$ cat src/rtl/io_button.sv
// ---------------------------------------------------------------------------
// io_button
//
// Memory-mapped push-button input peripheral on the DMA IO bus.
// Each raw button pin is optionally inverted (so that 1 always means
// "pressed"), passed through a 2-flop synchronizer and debounced by its own
// counter. The CPU sees:
//   14'h3F81 BTN_LEVEL (RO)   debounced level, 1 = pressed
//   14'h3F82 BTN_EVENT (W1C)  sticky press flags, set on a 0->1 stable edge
//   14'h3F83 BTN_IRQEN (R/W)  per-button interrupt enable
// Any other read address passes dma_io_rdata_in through unchanged so that
// read data daisy-chains through every IO slave.
//
// Optional feature: define IO_BUTTON_IRQ_EN to implement BTN_IRQEN and the
// btn_irq output. Without it, BTN_IRQEN reads as zero, writes to it are
// dropped, and btn_irq is tied low.
//
// Parameters:
//   NBTN        number of buttons (1..16)
//   DEB_CNT     consecutive stable cycles needed to accept a new level (>=2)
//   ACTIVE_LOW  1 = a low pin means pressed
//
// Ports:
//   clk              system clock
//   rst_n            asynchronous active-low reset
//   dma_io_we        IO write strobe
//   dma_io_wadr      IO write word address
//   dma_io_wdata     IO write data
//   dma_io_radr      IO read word address
//   dma_io_rdata_in  read data from the upstream slave
//   dma_io_rdata     read data to the downstream slave
//   btn_in           raw asynchronous button pins
//   btn_irq          level interrupt request
// ---------------------------------------------------------------------------
module io_button #(
    parameter int NBTN       = 3,
    parameter int DEB_CNT    = 250000,
    parameter int ACTIVE_LOW = 1
) (
    input  logic            clk,
    input  logic            rst_n,
    input  logic            dma_io_we,
    input  logic [15:2]     dma_io_wadr,
    input  logic [15:0]     dma_io_wdata,
    input  logic [15:2]     dma_io_radr,
    input  logic [15:0]     dma_io_rdata_in,
    output logic [15:0]     dma_io_rdata,
    input  logic [NBTN-1:0] btn_in,
    output logic            btn_irq
);

    localparam int CW = (DEB_CNT > 1) ? $clog2(DEB_CNT) : 1;
    localparam logic [CW-1:0] CNT_LAST = CW'(DEB_CNT - 1);

    localparam logic [15:2] ADR_LEVEL = 14'h3F81;
    localparam logic [15:2] ADR_EVENT = 14'h3F82;
    localparam logic [15:2] ADR_IRQEN = 14'h3F83;

    logic [NBTN-1:0] level_w;
    logic [NBTN-1:0] rise_w;
    logic [NBTN-1:0] event_q;
    logic [NBTN-1:0] event_d;
    logic [NBTN-1:0] clr_mask;
    logic [15:0]     irqen_rd;
    logic            unused_wdata;

    // Only the low NBTN write-data bits are meaningful.
    assign unused_wdata = ^dma_io_wdata;

    // -----------------------------------------------------------------------
    // Per-button synchronizer and debouncer
    // -----------------------------------------------------------------------
    generate
        for (genvar gi = 0; gi < NBTN; gi++) begin : g_btn
            logic          pin;
            logic          s1_q;
            logic          s1_d;
            logic          s2_q;
            logic          s2_d;
            logic          stable_q;
            logic          stable_d;
            logic [CW-1:0] cnt_q;
            logic [CW-1:0] cnt_d;

            assign pin = (ACTIVE_LOW != 0) ? ~btn_in[gi] : btn_in[gi];

            always_comb begin
                s1_d     = pin;
                s2_d     = s1_q;
                stable_d = stable_q;
                cnt_d    = '0;
                // Any sample agreeing with the accepted level restarts the
                // count, so only an uninterrupted run of DEB_CNT differing
                // samples moves the stable level.
                if (s2_q != stable_q) begin
                    if (cnt_q == CNT_LAST) begin
                        stable_d = s2_q;
                    end else begin
                        cnt_d = cnt_q + 1'b1;
                    end
                end
            end

            always_ff @(posedge clk or negedge rst_n) begin
                if (!rst_n) begin
                    s1_q     <= 1'b0;
                    s2_q     <= 1'b0;
                    stable_q <= 1'b0;
                    cnt_q    <= '0;
                end else begin
                    s1_q     <= s1_d;
                    s2_q     <= s2_d;
                    stable_q <= stable_d;
                    cnt_q    <= cnt_d;
                end
            end

            assign level_w[gi] = stable_q;
            // Press is the cycle in which the stable level is about to go 0->1.
            assign rise_w[gi]  = stable_d & ~stable_q;
        end
    endgenerate

    // -----------------------------------------------------------------------
    // Sticky press events, write-1-to-clear; a same-cycle press wins
    // -----------------------------------------------------------------------
    always_comb begin
        clr_mask = '0;
        if (dma_io_we && (dma_io_wadr == ADR_EVENT)) begin
            clr_mask = dma_io_wdata[NBTN-1:0];
        end
        event_d = (event_q & ~clr_mask) | rise_w;
    end

    always_ff @(posedge clk or negedge rst_n) begin
        if (!rst_n) begin
            event_q <= '0;
        end else begin
            event_q <= event_d;
        end
    end

    // -----------------------------------------------------------------------
    // Optional interrupt enable register and request
    // -----------------------------------------------------------------------
`ifdef IO_BUTTON_IRQ_EN
    logic [NBTN-1:0] irqen_q;
    logic [NBTN-1:0] irqen_d;

    always_comb begin
        irqen_d = irqen_q;
        if (dma_io_we && (dma_io_wadr == ADR_IRQEN)) begin
            irqen_d = dma_io_wdata[NBTN-1:0];
        end
    end

    always_ff @(posedge clk or negedge rst_n) begin
        if (!rst_n) begin
            irqen_q <= '0;
        end else begin
            irqen_q <= irqen_d;
        end
    end

    assign irqen_rd = 16'(irqen_q);
    assign btn_irq  = |(event_q & irqen_q);
`else
    assign irqen_rd = 16'h0000;
    assign btn_irq  = 1'b0;
`endif

    // -----------------------------------------------------------------------
    // Combinational read mux with upstream pass-through
    // -----------------------------------------------------------------------
    always_comb begin
        dma_io_rdata = dma_io_rdata_in;
        case (dma_io_radr)
            ADR_LEVEL: dma_io_rdata = 16'(level_w);
            ADR_EVENT: dma_io_rdata = 16'(event_q);
            ADR_IRQEN: dma_io_rdata = irqen_rd;
            default:   dma_io_rdata = dma_io_rdata_in;
        endcase
    end

endmodule

$ cat config.mk
export PLATFORM = sky130hd
export DESIGN_NAME = io_button
export DESIGN_NICKNAME = d
export VERILOG_FILES = /design/src/rtl/io_button.sv
export SDC_FILE = /design/constraint.sdc
export NUM_CORES = 1
export LEC_CHECK = 0
export ABC_CLOCK_PERIOD_IN_PS = 4150
export BUFFER_PORTS_ARGS = -buffer_cell sky130_fd_sc_hd__clkbuf_2
export CORE_MARGIN = 5
export CORE_UTILIZATION = 55
export DETAILED_ROUTE_END_ITERATION = 10
export HOLD_SLACK_MARGIN = 0.12
export PLACE_DENSITY_LB_ADDON = 0.12
export SETUP_SLACK_MARGIN = 0.5
export SLEW_MARGIN = 30
export SYNTH_ARGS = -nofsm -noshare
export SYNTH_HDL_FRONTEND = slang
export SYNTH_SLANG_ARGS = --single-unit
$ cat constraint.sdc
create_clock -name clk -period 4.15 [get_ports clk]
set_input_delay 0.6225 -clock clk [delete_from_list [all_inputs] [get_ports clk]]
set_output_delay 0.6225 -clock clk [all_outputs]
set_load 0.02 [all_outputs]
==> out/qor.txt, run 1 <==
status = finished, final reports clean
CTS tree = done
total grt overflow = 0
layout cells sized above 1 = 24.94%
DR iter-0 viols = 92
top_reg_cell synth = dfrtp_1
overall power = 1299 uW
FP Rows = 28
drt drc = 0
EDFF count, synth = 0
ANT nets after route = 0
Required @ worst endpoint = 3.53 ns
Syn Inst Count = 340
Reg2Reg Depth = 5
slew margin rel. = 41.44%
IO Count = 83
Diodes inserted = 0
Worst VDD drop = 244.1 uV
Comb pwr share = 7.0%
Setup TNS Final = 0 ns
fraction of registers with async set/reset = 100.0%
gpl congestion = 0.8526
crit path buf inv count = 2
core footprint = 5921 sq um
hpwl dp = 5026 um
Cells after DPL = 479
die height = 88.26 um
number of global-route vias before repair = 2681
Warnings, synthesis = 0
die area = 7789 sq um
worst setup path category = in2out
most frequent cell on the critical path = clkbuf_2
hold buffer count at cts = 0
Final Hold Viols = 0
routed len/inst = 14.07 um
net count after synthesis = 409
synthesis-to-finish area growth = 18.72%
Seq/Total Area, Yosys = 49.03%
critical-path maximum fanout = 16
Setup Skew = 0.008732 ns
Yosys cell types = 41
Routed WL = 6981 um
fmax = 0.3114 GHz
area leader, netlist = dfrtp_1
sw power = 308.5 uW
vias per cell = 5.419
ordered cell list for the critical path = clkbuf_2 -> or4b_1 -> nor4_2 -> o21ai_1 -> mux2_2 -> clkbuf_2
post_cts resized = 0
clk root buf = clkbuf_8
most frequent cells after synthesis = dfrtp_1 (66), nor2_1 (59), xnor2_1 (36)
Synth top area share = 49.03%
most common cell in the netlist = dfrtp_1
Slew Viols, Final = 0
Final nets = 485
first-pass GRT wire length = 11740 um
final worst-path cycle share = 77.37%
CP Capture Type = output pin
Reg power frac = 50.9%
DR pass1 iterations = 5
Net Sw Frac = 23.75%
clock period minus worst slack = 3.211 ns
crit path launch type = input port
clock slew at reported path FFs = 0.07 ns
Leak Pwr = 0.001700 uW
Netlist Area Pre-Place = 3368 sq um
pwr/cell area = 324.8 nW/um^2
deepest clock path buffer count = 2
Critical Path AT = 2.59 ns
Least-Margin Pin Slew = 0.8689 ns
Mapped Avg Cell Area = 9.907 sq um
H-tree levels = 3
Yosys reg bits = 66
CTS sink count = 66
via count = 2688
initial antenna violation count = 0
Area contributors post-synth = dfrtp_1 (49%), xnor2_1 (9.4%), nor2_1 (6.6%)
Worst-Skew Late Latency = 0.34 ns
# setup viols final = 0
max_cap viols = 0
width of the die = 88.26 um
CTS buffer count = 9
final std cells w/o fill = 496
worst hold slack = 0.3362 ns
Clk pwr share = 42.0%
Int Power = 990.4 uW
Post-CTS Setup Bufs = 0
worst slack at placement = 0.9333 ns
delay of the slowest cell on the worst path = 0.53 ns
Port Buf Inserts = 68
Worst Hold Class = in2async
delay-heaviest family, CP = simple AND/OR/NAND/NOR gates
Worst path depth = 6
Slowest cell on crit path = or4b_1
setup ws final = 0.9392 ns
gr usage total = 19.13%
RSZ-0062 raised after global routing = no
Initial Util = 56.89%
largest net degree at the start of global routing = 30
cell type report:
| class | instances | area, sq um |
|---|---|---|
| clock buffer | 11 | 141.4 |
| clock inverter | 5 | 61.31 |
| fill | 498 | 1922 |
| inverter | 16 | 60.06 |
| multi-input combinational | 251 | 1617 |
| sequential | 66 | 1652 |
| tap | 75 | 93.84 |
| timing repair buffer | 72 | 374.1 |
metrics by stage:
stage	area (sq um)	utilization, %
2_1_floorplan	3368	-
3_3_place_gp	3785	63.93
3_5_place_dp	3785	63.93
4_1_cts	3988	67.35
5_1_grt	3999	67.54
6_report	3999	67.54
cells in the final DEF, fill, tap and decap left out, types with 3 or more instances in the layout:
cell type,n
buf_4,3
or4_1,3
dfrtp_1,66
a32o_1,6
ha_1,3
or3_1,3
inv_1,16
or2_2,4
xnor2_1,36
nor4b_1,3
nor3_1,9
nor4_1,19
a21oi_1,5
and2_1,13
clkbuf_8,10
xor2_1,10
nand2_1,15
nand3_1,20
mux2_2,6
nor2_1,59
clkbuf_2,68
nand4_1,16
power by group through the flow:
stage / Sequential [uW] / Clock, uW / Combinational (uW)
after global placement: 674 / 0 / 90.9
final: 662 / 546 / 91.4
after floorplan: 673 / 0 / 43.9
after detailed placement: 674 / 0 / 91.9
after global routing: 664 / 599 / 103
after CTS: 662 / 563 / 92.4
final timing paths:
check,slack (ns),end,startpoint
worst max-delay path,0.94,dma_io_rdata[0],dma_io_radr[7]
worst min-delay path,0.34,g_btn[2].cnt_q[8],rst_n
worst max register to register,1.87,g_btn[2].cnt_q[5],g_btn[2].cnt_q[0]
worst min register to register,0.36,g_btn[0].s2_q,g_btn[0].s1_q
max in group asynchronous,3.01,g_btn[1].s1_q,rst_n
min in group clk,0.36,g_btn[0].s2_q,g_btn[0].s1_q
metal layers:
metal  vias up  track usage, %  routed length [um]
li1       1342               -                   -
met1      1292           23.39                3057
met2        49           32.63                3510
met3         5           5.773                 360
met4         0           5.907                  53
met5         -               0                   0
cells by family after synthesis:
group / Yosys count / share of synthesized area, %
DFF: 66 / 49.03
buffers and inverters: 23 / 2.972
adders and majority gates: 3 / 1.115
other: 1 / 0.1113
AOI/OAI and AO/OA: 19 / 5.312
and+or+nand+nor: 175 / 27.19
xor gates and xnor gates: 46 / 11.96
muxes: 7 / 2.303
sequential cells by signal, indices dropped and copies added, names as in the netlist:
| register | flops |
|---|---|
| g_btn.cnt_q | 54 |
| event_q | 3 |
| g_btn.s1_q | 3 |
| g_btn.s2_q | 3 |
| g_btn.stable_q | 3 |
Power figures use the tool's default switching activity.
==> inputs of run 2 (changes only) <==
--- a/config.mk
+++ b/config.mk
@@ -5,10 +5,10 @@
 export SDC_FILE = /design/constraint.sdc
 export NUM_CORES = 1
 export LEC_CHECK = 0
-export ABC_CLOCK_PERIOD_IN_PS = 4150
+export ABC_CLOCK_PERIOD_IN_PS = 2700
 export BUFFER_PORTS_ARGS = -buffer_cell sky130_fd_sc_hd__clkbuf_2
 export CORE_MARGIN = 5
-export CORE_UTILIZATION = 55
+export CORE_UTILIZATION = 48
 export DETAILED_ROUTE_END_ITERATION = 10
 export HOLD_SLACK_MARGIN = 0.12
 export PLACE_DENSITY_LB_ADDON = 0.12
==> constraint.sdc (replaced) <==
create_clock -name clk -period 2.7 [get_ports clk]
set_input_delay 0.405 -clock clk [delete_from_list [all_inputs] [get_ports clk]]
set_output_delay 0.405 -clock clk [all_outputs]
set_load 0.02 [all_outputs]
==> out/qor.txt, run 2 (synthesized netlist as in run 1, its figures left out) <==
drt drc = 0 (unchanged)
fmax = 0.4337 GHz
critical-path maximum fanout = 9 (-7)
GR peak layer = met2
commonest non-fill, non-tap cells in the layout = dfrtp_1 (66), clkbuf_2 (65), nor2_1 (58)
largest net degree at the start of global routing = 26 (-13%)
GR Layer Usage met1 = 22.23% (-1.2 points)
Initial Util = 49.58% (-7.3 points)
DR iter-0 viols = 51 (-45%)
# setup viols final = 0 (unchanged)
gpl congestion = 0.8057 (-5.5%)
gr usage total = 17.52% (-1.6 points)
core footprint = 6794 sq um (+15%)
synthesis-to-finish area growth = 23.44%
CP Capture Type = output pin
clock slew at reported path FFs = 0.07 ns (about the same)
max_cap viols = 0 (unchanged)
CTS buffer count = 9 (unchanged)
Worst-Skew Late Latency = 0.34 ns (about the same)
initial antenna violation count = 0 (unchanged)
FP Rows = 30 (+7.1%)
Final nets = 490 (+1.0%)
ANT nets after route = 0 (unchanged)
Worst Hold Class = in2reg
die height = 93.77 um (+6.2%)
first-pass GRT wire length = 12280 um (+4.7%)
total grt overflow = 0 (unchanged)
met2 Use GR = 27.50% (-5.1 points)
DR pass1 iterations = 4 (-1)
GR Util met3 = 5.208% (-0.56 points)
status = finished, final reports clean
Critical Path AT = 1.90 ns (-0.69 ns)
crit path launch type = input port
overall power = 2038 uW (+57%)
Diodes inserted = 0 (unchanged)
H-tree levels = 3 (unchanged)
number of global-route vias before repair = 2690 (+0.34%)
RSZ-0062 raised after global routing = yes
width of the die = 93.77 um (+6.2%)
most common cell after layout, fill and taps aside = dfrtp_1
clk root buf = clkbuf_8
CTS sink count = 66 (unchanged)
vias per cell = 5.159 (-4.8%)
pwr/cell area = 490.1 nW/um^2 (+51%)
Worst VDD drop = 231.3 uV (-5.2%)
Final Hold Viols = 0 (unchanged)
Setup TNS Final = 0 ns (unchanged)
IO Count = 83 (unchanged)
hpwl dp = 5184 um (+3.2%)
via count = 2693 (+0.19%)
Slew Viols, Final = 0 (unchanged)
Routed WL = 7203 um (+3.2%)
CTS tree = done
final worst-path cycle share = 85.39%
number of flip-flops in the largest register = 54 (unchanged)
routed len/inst = 13.80 um (-2.0%)
Setup Skew = 0.01233 ns (+0.003602 ns)
slew margin rel. = 59.36% (+18 points)
Least-Margin Pin Slew = 0.6096 ns (-0.2593 ns)
Leak Pwr = 0.001761 uW (+3.6%)
Port Buf Inserts = 68 (unchanged)
die area = 8793 sq um (+13%)
deepest clock path buffer count = 2 (unchanged)
Required @ worst endpoint = 2.30 ns (-1.23 ns)
Most flops, register = g_btn.cnt_q
clock period minus worst slack = 2.306 ns
worst setup path category = in2out
layout cells sized above 1 = 27.00% (+2.1 points)
[run 2: cell types whose count changed in the layout (fill, tap and decap cells not counted), moves of 2 or more]
cell,before,now
buf_4,3,7
clkbuf_8,10,12
clkbuf_2,68,65
clkinvlp_4,0,2
buf_12,0,2
[run 2: worst paths after layout]
kind                                     end  slack (ns)               from  depth (start not counted)
setup / recovery             dma_io_rdata[1]        0.39     dma_io_radr[7]                          6
min in group asynchronous  g_btn[2].cnt_q[2]        0.60              rst_n                          2
setup reg to reg           g_btn[1].stable_q        0.60  g_btn[1].cnt_q[6]                          4
hold reg to reg                g_btn[2].s2_q        0.35      g_btn[2].s1_q                          0
max in group asynchronous         event_q[2]        1.37              rst_n                          3
hold / removal                 g_btn[1].s1_q        0.20          btn_in[1]                          2
[run 2: report_power, final]
group / internal [uW] / switching [uW]
Clock: 480 / 389
Sequential: 1000 / 14.1
Combinational: 68.7 / 83.0
Total: 1550 / 486
[run 2: worst max-delay path, cell delays in order]
cell      delay [ns]
clkbuf_2        0.08
or4b_4          0.54
nor4_4          0.23
o21ai_4         0.17
mux2_4          0.33
clkbuf_8        0.15
[run 2: through the flow]
| stage | hold slack, ns | util [%] | instances | cell area (sq um) | setup slack, ns |
|---|---|---|---|---|---|
| CTS | 0.1780 | 60.64 | 521 | 4120 | 0.2970 |
| finish | 0.2007 | 61.20 | 522 | 4158 | 0.3944 |
| global route | 0.1903 | 61.20 | 522 | 4158 | 0.3351 |
| detailed placement | 0.3364 | 56.50 | 502 | 3839 | 0.2190 |
| global placement | 0.3361 | 56.50 | 502 | 3839 | 0.2659 |
| floorplan | 0.1094 | - | 340 | 3381 | 0.5658 |
[run 2: layout make-up]
cell class                 count  area, sq um
timing repair buffer          77        452.9
multi-input combinational    251         1659
tap                           96        120.1
fill                         607         2636
sequential                    66         1652
clock inverter                 5        62.56
clock buffer                  11        151.4
inverter                      16        60.06
[run 2: timing repair]
item                       in CTS  in global routing
hold buffers                    1                  0
resized for setup               8                  6
setup buffers                   2                  1
pin swaps                       1                  2
hold endpoints to repair       23                  0
setup endpoints to repair      16                 32
[run 2: metal layers]
metal | share of wire (%) | vias to the layer above
met2 | 48 | 57
met1 | 45 | 1268
met3 | 4.9 | 16
met5 | 0 | -
met4 | 2.5 | 0
li1 | - | 1352
